**config.mk**
```make
export PLATFORM = sky130hd
export DESIGN_NAME = main_decoder_flat
export DESIGN_NICKNAME = d
export VERILOG_FILES = /design/src/rtl/main_decoder_if.sv /design/src/rtl/main_decoder.sv /design/src/flat_wrapper.sv
export SDC_FILE = /design/constraint.sdc
export NUM_CORES = 1
export LEC_CHECK = 0
export ABC_CLOCK_PERIOD_IN_PS = 2950
export BUFFER_PORTS_ARGS = -buffer_cell sky130_fd_sc_hd__buf_4
export CAP_MARGIN = 20
export CORE_AREA = 2 2 39 41
export CTS_BUF_LIST = sky130_fd_sc_hd__clkbuf_8
export DETAILED_ROUTE_END_ITERATION = 10
export DIE_AREA = 0 0 41 43
export PLACE_DENSITY_LB_ADDON = 0.05
export SLEW_MARGIN = 0
export SYNTH_ARGS = -nofsm -noshare
export SYNTH_HDL_FRONTEND = slang
export SYNTH_SLANG_ARGS = --single-unit
```
**constraint.sdc**
```tcl
create_clock -name clk -period 2.95 [get_ports clk]
set_clock_uncertainty 0.15 [all_clocks]
set_input_delay 0.885 -clock clk [delete_from_list [all_inputs] [get_ports clk]]
set_output_delay 0.885 -clock clk [all_outputs]
set_load 0.01 [all_outputs]
```
**src/rtl/main_decoder_if.sv**
```systemverilog
// Opcode-in / control-out bundle between the instruction fetch side and the
// main control decoder.
interface main_decoder_if;
    logic [6:0] Op;
    logic       Branch;
    logic       ResultSrc;
    logic       MemWrite;
    logic       ALUSrc;
    logic [1:0] ImmSrc;
    logic       RegWrite;
    logic [1:0] ALUOp;
    logic       Illegal;

    modport master (
        output Op,
        input  Branch, ResultSrc, MemWrite, ALUSrc, ImmSrc, RegWrite, ALUOp, Illegal
    );

    modport slave (
        input  Op,
        output Branch, ResultSrc, MemWrite, ALUSrc, ImmSrc, RegWrite, ALUOp, Illegal
    );
endinterface

```
**src/rtl/main_decoder.sv**
```systemverilog
// RV32I main control decoder: opcode -> datapath controls, registered once.
// Define MAIN_DECODER_ITYPE_EN to also decode I-type ALU ops (0010011).
module main_decoder (
    input  logic           clk,
    input  logic           rst_n,
    main_decoder_if.slave  bus
);
    typedef struct packed {
        logic       reg_write;
        logic [1:0] imm_src;
        logic       alu_src;
        logic       mem_write;
        logic       result_src;
        logic       branch;
        logic [1:0] alu_op;
        logic       illegal;
    } ctrl_t;

    localparam logic [6:0] OP_LW    = 7'b0000011;
    localparam logic [6:0] OP_SW    = 7'b0100011;
    localparam logic [6:0] OP_RTYPE = 7'b0110011;
    localparam logic [6:0] OP_BEQ   = 7'b1100011;
`ifdef MAIN_DECODER_ITYPE_EN
    localparam logic [6:0] OP_ITYPE = 7'b0010011;
`endif

    ctrl_t ctrl_d;
    ctrl_t ctrl_q;

    // Unlisted (or X/Z) opcodes fall to the default row: no write is ever
    // enabled and Illegal flags the instruction.
    always_comb begin
        ctrl_d = '{reg_write: 1'b0, imm_src: 2'b00, alu_src: 1'b0,
                   mem_write: 1'b0, result_src: 1'b0, branch: 1'b0,
                   alu_op: 2'b00, illegal: 1'b1};
        case (bus.Op)
            OP_LW: begin
                ctrl_d.reg_write  = 1'b1;
                ctrl_d.alu_src    = 1'b1;
                ctrl_d.result_src = 1'b1;
                ctrl_d.illegal    = 1'b0;
            end
            OP_SW: begin
                ctrl_d.imm_src    = 2'b01;
                ctrl_d.alu_src    = 1'b1;
                ctrl_d.mem_write  = 1'b1;
                ctrl_d.illegal    = 1'b0;
            end
            OP_RTYPE: begin
                ctrl_d.reg_write  = 1'b1;
                ctrl_d.alu_op     = 2'b10;
                ctrl_d.illegal    = 1'b0;
            end
            OP_BEQ: begin
                ctrl_d.imm_src    = 2'b10;
                ctrl_d.branch     = 1'b1;
                ctrl_d.alu_op     = 2'b01;
                ctrl_d.illegal    = 1'b0;
            end
`ifdef MAIN_DECODER_ITYPE_EN
            OP_ITYPE: begin
                ctrl_d.reg_write  = 1'b1;
                ctrl_d.alu_src    = 1'b1;
                ctrl_d.alu_op     = 2'b10;
                ctrl_d.illegal    = 1'b0;
            end
`endif
            default: ;
        endcase
    end

    always_ff @(posedge clk) begin
        if (!rst_n) begin
            ctrl_q <= '0;
        end else begin
            ctrl_q <= ctrl_d;
        end
    end

    assign bus.RegWrite  = ctrl_q.reg_write;
    assign bus.ImmSrc    = ctrl_q.imm_src;
    assign bus.ALUSrc    = ctrl_q.alu_src;
    assign bus.MemWrite  = ctrl_q.mem_write;
    assign bus.ResultSrc = ctrl_q.result_src;
    assign bus.Branch    = ctrl_q.branch;
    assign bus.ALUOp     = ctrl_q.alu_op;
    assign bus.Illegal   = ctrl_q.illegal;
endmodule

```
**src/flat_wrapper.sv**
```systemverilog
// flat-port wrapper written by rule: the top's interface ports become plain ports
module main_decoder_flat 
  (clk, rst_n, bus_Op, bus_Branch, bus_ResultSrc, bus_MemWrite, bus_ALUSrc, bus_ImmSrc, bus_RegWrite, bus_ALUOp, bus_Illegal);
  main_decoder_if bus_i ();
  input  logic clk;
  input  logic rst_n;
  input wire logic [$bits(bus_i.Op)-1:0] bus_Op;
  output wire logic [$bits(bus_i.Branch)-1:0] bus_Branch;
  output wire logic [$bits(bus_i.ResultSrc)-1:0] bus_ResultSrc;
  output wire logic [$bits(bus_i.MemWrite)-1:0] bus_MemWrite;
  output wire logic [$bits(bus_i.ALUSrc)-1:0] bus_ALUSrc;
  output wire logic [$bits(bus_i.ImmSrc)-1:0] bus_ImmSrc;
  output wire logic [$bits(bus_i.RegWrite)-1:0] bus_RegWrite;
  output wire logic [$bits(bus_i.ALUOp)-1:0] bus_ALUOp;
  output wire logic [$bits(bus_i.Illegal)-1:0] bus_Illegal;
  assign bus_i.Op = bus_Op;
  assign bus_Branch = bus_i.Branch;
  assign bus_ResultSrc = bus_i.ResultSrc;
  assign bus_MemWrite = bus_i.MemWrite;
  assign bus_ALUSrc = bus_i.ALUSrc;
  assign bus_ImmSrc = bus_i.ImmSrc;
  assign bus_RegWrite = bus_i.RegWrite;
  assign bus_ALUOp = bus_i.ALUOp;
  assign bus_Illegal = bus_i.Illegal;
  main_decoder u_core (.clk(clk), .rst_n(rst_n), .bus(bus_i));
endmodule
```
==> results by group, run 1 <==
Status
  – Outcome: finished, final reports clean

STA
  – Period utilisation layout: 0.576
  – Setup TNS: 0 ps
  – Setup slack after layout: about 1300 ps
  – Tmin final: between 1500 and 2000 ps
  – Worst-margin pin slew: 211 ps
  – Fmax: between 0.5 and 0.6 GHz
  – Endpoints failing setup: 0
  – Max_slew headroom: 0.859
  – Final hold vios: 0
  – Slew Limit Fails: 0
  – RSZ-0062 raised after global routing: false

Cells and area
  – Final core utilization: 0.341
  – ANT cells: 0
  – Synth-to-layout area growth: 62.5%
  – Nets: 55
  – Ratio of cells with drive above 1 in the final layout: 0.591

Routing
  – WL/cell: ~8.9 um
  – Antenna viol nets, final: 0
  – # DRC: 0
  – Routed via count: between 200 and 250
  – Drt via density: roughly 4.0
  – Initial drt markers: 0
  – DRT Pass-1 Iters: 1
  – Drt total wl: 536 um

Floorplan
  – Chip height: between 40 and 50 um
  – Effective utilization at floorplan: 0.210
  – CORE AREA: approximately 1400 sq um
  – Area of the die: between 1500 and 2000 sq um
  – I/O Pins: 19
  – Rows: 14
  – Die width: around 41 um

Synthesis
  – Synth unique cells: 14
  – Syn Nets: 34
  – Synth Cell Area: 290 sq um
  – Syn_area_per_cell: 11.6 sq um
  – Top cell type's share of synthesized area: 0.552
  – Post-Syn Instances: 25
  – Area leader, netlist: dfxtp_1
  – Yosys reg bits: 8
  – Yosys warns: 0
  – Top cells by area, synth: dfxtp_1 55%, and4_2 6.9%, nand3b_4 6.9%
  – Seq/Total Area, Yosys: 0.552

Power and ir drop
  – Pleak: 0.232 nW
  – PD cells: ~540 nW/um^2
  – Max VDD drop: between 0.15 and 0.2 mV
  – Total power: about 0.25 mW

Setup path
  – Worst path buffer plus inverter count: 1
  – Worst path slowest cell: dfxtp_1
  – CP Class: flip-flop to output port
  – CP endpoint kind: output port
  – Crit-path max FO: 2
  – Crit path required time: ~1900 ps
  – Cell family with most CP delay: flip-flops
  – Setup crit start kind: flip-flop
  – Crit-path max cell delay: about 320 ps
  – Sequence of cells on the critical path: buf_4
  – CP arrival: ~660 ps

Placement
  – Dpl hpwl: around 480 um
  – Routability cong.: a little under 0.8
  – Post-place setup slack: roughly 1100 ps
  – PortBufs: 18

Global routing
  – GRT Resource Usage Total: 0.0764
  – Vias in the first global route: approximately 220
  – Initial antenna violation count: 0
  – Largest net degree at the start of global routing: 7
  – First-pass GRT wire length: 890 um
  – GRT Residual Overflow: 0

Clock tree
  – CTS tree: built
  – Root buf cell: clkbuf_8
  – Max clock buf depth: 2
  – Cts hold-fix bufs: 0
  – Post_cts resized: 0
  – CTS Buf Count: 3
  – Clock sinks: 8
  – Clk slew on worst S/H paths: around 40 ps
  – Post-CTS Repair Setup Buffers: 0
  – Htree depth: 1

Hold path
  – Hold crit path type: input pin to flip-flop

Flow run
  – Max_cap viols: 0
[cells in the mapped netlist]
cell type  n
buf_4      2
and2b_1    1
nor2_1     3
nand2b_1   1
and4_2     2
nand2_1    1
and4bb_2   1
dfxtp_1    8
nor3_2     1
a21boi_0   1
nand3b_4   1
nor3_1     1
o21ai_0    1
nor2b_1    1
[power breakdown]
group	internal [mW]	total, mW	leakage [nW]	switching, mW
clock	0.0879	0.125	0.0216	0.0369
combinational	0.0117	0.0189	0.145	0.00721
sequential	0.110	0.110	0.0648	0.000304
total	0.210	0.254	0.232	0.0445
[cells in the final DEF (no fill, tap or decap)]
cell type  Yosys  final
a21boi_0       1      1
and2b_1        1      1
and4_2         2      2
and4bb_2       1      1
buf_4          2     18
clkbuf_8       0      3
dfxtp_1        8      8
nand2_1        1      1
nand2b_1       1      1
nand3b_4       1      1
nor2_1         3      3
nor2b_1        1      1
nor3_1         1      1
nor3_2         1      1
o21ai_0        1      1
[final cells by class]
class	count	area, sq um
multi-input cells	15	115
flip-flops and latches	8	160
well taps	16	20.0
fillers	148	912
clock buffers	3	41.3
repair buffers	18	135
[worst paths after layout]
kind | from | depth (start not counted) | end
worst max-delay path | u_core.bus.ImmSrc[0] | 1 | bus_MemWrite
worst min-delay path | bus_Op[5] | 2 | u_core.bus.ResultSrc
[metal layers]
| metal | part of all wire | track usage | wire (um) |
|---|---|---|---|
| met4 | 0 | 0.0400 | 0 |
| met3 | 0.17 | 0.0314 | 91 |
| met5 | 0 | 0 | 0 |
| met2 | 0.44 | 0.0938 | 235 |
| met1 | 0.39 | 0.110 | 209 |
[sequential cells by signal, summed over array words and instances (netlist names)]
signal and flops:
u_core.bus.ALUSrc 1, u_core.bus.ResultSrc 1, u_core.bus.ImmSrc 2, u_core.bus.ALUOp 2, u_core.bus.Illegal 1, u_core.bus.RegWrite 1
[kinds of logic after synthesis]
group	share of synthesized area
DFF	0.552
and+or+nand+nor	0.353
AOI/OAI and AO/OA	0.0431
buffers and inverters	0.0517
[stage by stage]
stage,cell area [sq um],std cells,hold WS [ps]
after floorplan,290,25,807
after global placement,430,57,938
after detailed placement,430,57,941
after CTS,472,60,710
after global routing,472,60,719
final,472,60,713
Power figures use the tool's default switching activity.
==> run 2, diff against run 1 <==
--- a/config.mk
+++ b/config.mk
@@ -5,7 +5,7 @@
 export SDC_FILE = /design/constraint.sdc
 export NUM_CORES = 1
 export LEC_CHECK = 0
-export ABC_CLOCK_PERIOD_IN_PS = 2950
+export ABC_CLOCK_PERIOD_IN_PS = 1400
 export BUFFER_PORTS_ARGS = -buffer_cell sky130_fd_sc_hd__buf_4
 export CAP_MARGIN = 20
 export CORE_AREA = 2 2 39 41
==> constraint.sdc (replaced) <==
create_clock -name clk -period 1.4 [get_ports clk]
set_clock_uncertainty 0.15 [all_clocks]
set_input_delay 0.42 -clock clk [delete_from_list [all_inputs] [get_ports clk]]
set_output_delay 0.42 -clock clk [all_outputs]
set_load 0.01 [all_outputs]
==> results by group, run 2 (synthesis results as in run 1) <==
Power and ir drop
  – Sequential power share: 0.435
  – Internal power: approximately 0.44 mW
  – Pleak: roughly 0.23 nW
  – Clock share of power: 0.490
  – Combinational share of power: 0.076
  – P_sw: slightly above 0.09 mW
  – Total power: 0.535 mW
  – Max VDD drop: around 0.43 mV
  – Sw Ratio: 0.174
  – PD cells: between 1000 and 1500 nW/um^2

STA
  – Endpoints failing setup: 0
  – Slew Limit Fails: 0
  – Max_slew headroom: 0.857
  – Worst-margin pin slew: 214 ps
  – Tmin final: 1240 ps
  – Final hold vios: 0
  – Period utilisation layout: 0.888
  – RSZ-0062 raised after global routing: false
  – Setup TNS: 0 ps
  – Fmax: a little over 0.8 GHz

Global routing
  – First-pass GRT wire length: slightly above 800 um
  – Largest net degree at the start of global routing: 7
  – Initial antenna violation count: 0
  – GRT Residual Overflow: 0
  – Vias in the first global route: approximately 220
  – GRT Resource Usage Total: 0.0724

Setup path
  – Crit path required time: just over 800 ps
  – CP arrival: ~670 ps
  – Worst path buffer plus inverter count: 1
  – Sequence of cells on the critical path: buf_4
  – CP Class: flip-flop to output port
  – CP endpoint kind: output port
  – Worst path slowest cell: dfxtp_1
  – Crit-path max FO: 2
  – Cell family with most CP delay: flip-flops
  – Setup crit start kind: flip-flop
  – Crit-path max cell delay: between 300 and 400 ps

Floorplan
  – Effective utilization at floorplan: 0.210
  – Die width: 41 um
  – Chip height: about 43 um
  – CORE AREA: between 1000 and 1500 sq um
  – I/O Pins: 19
  – Area of the die: 1760 sq um
  – Rows: 14

Routing
  – DRT Pass-1 Iters: 1
  – # DRC: 0
  – Drt via density: just over 4
  – Wire length on met2: 267 um
  – WL/cell: a little over 9 um
  – Initial drt markers: 0
  – DR WL met3: approximately 75 um
  – Drt total wl: around 550 um
  – Routed via count: around 240
  – Top sig layer: met3
  – Wire length on met1: 205 um
  – Antenna viol nets, final: 0

Clock tree
  – Max clock buf depth: 2
  – Post-CTS Repair Setup Buffers: 0
  – Clock sinks: 8
  – Root buf cell: clkbuf_8
  – Cts hold-fix bufs: 0
  – Post_cts resized: 0
  – Clk slew on worst S/H paths: 40 ps
  – Htree depth: 1
  – CTS tree: built
  – CTS Buf Count: 3

Cells and area
  – Synth-to-layout area growth: 62.5%
  – Nets: 55
  – ANT cells: 0
  – Most frequent cells in the layout: 18 x buf_4, 8 x dfxtp_1, 3 x nor2_1, 3 x clkbuf_8, 2 x and4_2
  – Commonest non-fill, non-tap cell in the layout: buf_4
  – Ratio of cells with drive above 1 in the final layout: 0.591

Flow run
  – Max_cap viols: 0

Placement
  – Routability cong.: ~0.77
  – Dpl hpwl: between 400 and 500 um
  – PortBufs: 18

Status
  – Outcome: finished, final reports clean

Hold path
  – Hold crit path type: input pin to flip-flop
## run 2: cell counts in the layout (fill, tap and decap cells not counted)
Identical to the previous run, type by type.
## run 2: worst paths after layout
| check | to | depth (start not counted) | start |
|---|---|---|---|
| setup / recovery | bus_MemWrite | 1 | u_core.bus.ImmSrc[0] |
| hold / removal | u_core.bus.ResultSrc | 2 | bus_Op[5] |
## run 2: cell type report
class	instances	area, sq um
Multi-Input combinational cell	15	115
Fill cell	151	912
Timing Repair Buffer	18	135
Sequential cell	8	160
Tap cell	16	20.0
Clock buffer	3	41.3
## run 2: power groups by stage
stage	logic (mW)	registers (mW)	clock network, mW
2_1_floorplan	0.0122	0.237	0
3_3_place_gp	0.0398	0.236	0
3_5_place_dp	0.0410	0.236	0
4_1_cts	0.0410	0.232	0.271
5_1_grt	0.0452	0.232	0.283
6_report	0.0404	0.232	0.262
## run 2: routing by layer
layer	GRT usage	up-vias
li1	-	123
met1	0.0712	104
met2	0.109	15
met3	0.0314	0
met4	0.0600	0
met5	0	-
## run 2: metrics by stage
step	area (sq um)	hold WS [ps]	util	worst slack (ps)	instances
after floorplan	290	342	-	176	25
after global placement	430	470	0.311	14.5	57
after detailed placement	430	478	0.311	5.24	57
after CTS	472	243	0.341	142	60
after global routing	472	246	0.341	115	60
final	472	247	0.341	157	60
==> run 3, diff against run 2 <==
--- a/config.mk
+++ b/config.mk
@@ -5,6 +5,7 @@
 export SDC_FILE = /design/constraint.sdc
 export NUM_CORES = 1
 export LEC_CHECK = 0
+export ABC_AREA = 1
 export ABC_CLOCK_PERIOD_IN_PS = 1400
 export BUFFER_PORTS_ARGS = -buffer_cell sky130_fd_sc_hd__buf_4
 export CAP_MARGIN = 20
==> results by group, run 3 <==
Clock tree
  – Clock sinks: 8
  – Cts hold-fix bufs: 0
  – Post-CTS Repair Setup Buffers: 0
  – Clk slew on worst S/H paths: 40 ps
  – CTS Buf Count: 3
  – Post_cts resized: 0
  – CTS tree: built
  – Max clock buf depth: 2
  – Htree depth: 1
  – Root buf cell: clkbuf_8

Routing
  – # DRC: 0
  – WL/cell: 7.33 um
  – Drt via density: 3.68
  – Antenna viol nets, final: 0
  – Drt total wl: 557 um
  – Initial drt markers: 0
  – Routed via count: 280
  – DRT Pass-1 Iters: 1

Setup path
  – CP Class: flip-flop to output port
  – Worst path buffer plus inverter count: 1
  – Setup crit start kind: flip-flop
  – CP arrival: 650 ps
  – Worst path slowest cell: dfxtp_1
  – Crit path depth: 1
  – Critical Path Source: u_core.bus.ALUOp[0]
  – Crit-path max cell delay: 320 ps
  – CP endpoint kind: output port
  – Sequence of cells on the critical path: buf_4
  – Worst Setup EP: bus_ALUOp[0]
  – Crit-path max FO: 2
  – Crit path required time: roughly 830 ps
  – Cell family with most CP delay: flip-flops

Placement
  – Placement Cell Area: about 450 sq um
  – Dpl hpwl: 493 um
  – Routability cong.: around 0.67
  – PortBufs: 18
  – Post-place setup slack: roughly 180 ps

Cells and area
  – ANT cells: 0
  – Most frequent cells in the layout: 18 x buf_4, 8 x nand2_1, 8 x dfxtp_1
  – Commonest non-fill, non-tap cell in the layout: buf_4
  – Post-route design area: 493 sq um
  – Nets: 71
  – Synth-to-layout area growth: 58.2%
  – Ratio of cells with drive above 1 in the final layout: 0.450
  – Final core utilization: 0.356

STA
  – Slew Limit Fails: 0
  – Endpoints failing setup: 0
  – Setup TNS: 0 ps
  – Final hold vios: 0
  – Tmin final: around 1200 ps
  – Max_slew headroom: 0.882
  – Setup slack after layout: roughly 180 ps
  – RSZ-0062 raised after global routing: false
  – Period utilisation layout: 0.875
  – Fmax: 0.816 GHz
  – Worst-margin pin slew: roughly 180 ps

Synthesis
  – Post-synth EDFFs: 0
  – Post-Syn Instances: 41
  – Yosys reg bits: 8
  – Top cell type's share of synthesized area: 0.514
  – Post-synth top cells: 8 x dfxtp_1, 8 x nand2_1, 6 x inv_1
  – Yosys warns: 0
  – Synth async-reset ratio: 0
  – Syn_area_per_cell: about 7.6 sq um
  – Syn Nets: 50
  – Synth unique cells: 11
  – Synth Cell Area: 312 sq um
  – Area leader, netlist: dfxtp_1
  – Seq/Total Area, Yosys: 0.514
  – Top cells by area, synth: dfxtp_1 51%, nand2_1 9.6%, inv_1 7.2%
  – Top FF cell, synth: dfxtp_1

Global routing
  – GRT Resource Usage Total: 0.0773
  – GRT Residual Overflow: 0
  – Vias in the first global route: 244
  – Largest net degree at the start of global routing: 7
  – First-pass GRT wire length: roughly 880 um
  – Initial antenna violation count: 0

Flow run
  – Max_cap viols: 0

Power and ir drop
  – Pleak: between 0.2 and 0.3 nW
  – Max VDD drop: around 0.35 mV
  – PD cells: ~1100 nW/um^2

Floorplan
  – Chip height: around 43 um
  – Die width: slightly above 40 um
  – Rows: 14
  – Effective utilization at floorplan: 0.225
  – CORE AREA: about 1400 sq um
  – Area of the die: around 1800 sq um
  – I/O Pins: 19

Status
  – Outcome: finished, final reports clean

Hold path
  – Hold crit path type: input pin to flip-flop
-- run 3: cell types whose count changed in the layout (fill, tap and decap cells not counted), moves of 2 or more --
cell and delta:
nand2_2 +2, and4_2 -2, nand2_1 +7, nor3_1 +3
inv_2 +2, inv_1 +6, nand3_1 +3, nor2_2 +2
-- run 3: how the worst min path moves through the flow --
stage                     startpoint                  end  slack, ps  depth (start not counted)
after detailed placement       rst_n  u_core.bus.ALUOp[1]        530                          3
after CTS                      rst_n  u_core.bus.ALUOp[1]        300                          3
after global placement         rst_n  u_core.bus.ALUOp[1]        530                          3
after floorplan                rst_n  u_core.bus.ALUOp[1]        390                          2
final                          rst_n  u_core.bus.ALUOp[1]        300                          3
after global routing           rst_n  u_core.bus.ALUOp[1]        330                          3
-- run 3: cell families (layout without fill, tap and decap cells) --
logic type             Yosys count  in the layout  share of synthesized area
AND/OR/NAND/NOR                 22             22                      0.325
buffers and inverters           10             29                      0.145
flip-flops                       8              8                      0.514
AO/OA/AOI/OAI                    1              1                     0.0160
-- run 3: area by class of cell --
type | count | area, sq um
clock buffers | 3 | 41.3
multi-input cells | 23 | 106
fillers | 158 | 891
flip-flops and latches | 8 | 160
well taps | 16 | 20.0
repair buffers | 18 | 135
inverters | 8 | 30.0
-- run 3: power by group --
group | internal (mW) | leakage [nW] | switching (mW)
clock | 0.185 | 0.0216 | 0.0728
combinational | 0.0241 | 0.184 | 0.0231
sequential | 0.232 | 0.0648 | 0.000588
total | 0.441 | 0.270 | 0.0965
-- run 3: worst min-delay path: stages --
cell and delay (ps):
buf_4 110, nand2_1 60, inv_1 50
-- run 3: per-layer routing --
layer  global-route usage  wire length [um]  up-vias
li1                     -                 -      159
met1               0.0965               246      106
met2                0.100               242       15
met3                    0                69        0
met4                0.100                 0        0
met5                    0                 0        -
-- run 3: stage by stage --
| stage | cells | power, mW | hold WS (ps) |
|---|---|---|---|
| 2_1_floorplan | 41 | 0.255 | 386 |
| 3_3_place_gp | 73 | 0.284 | 528 |
| 3_5_place_dp | 73 | 0.284 | 529 |
| 4_1_cts | 76 | 0.547 | 300 |
| 5_1_grt | 76 | 0.564 | 329 |
| 6_report | 76 | 0.537 | 299 |
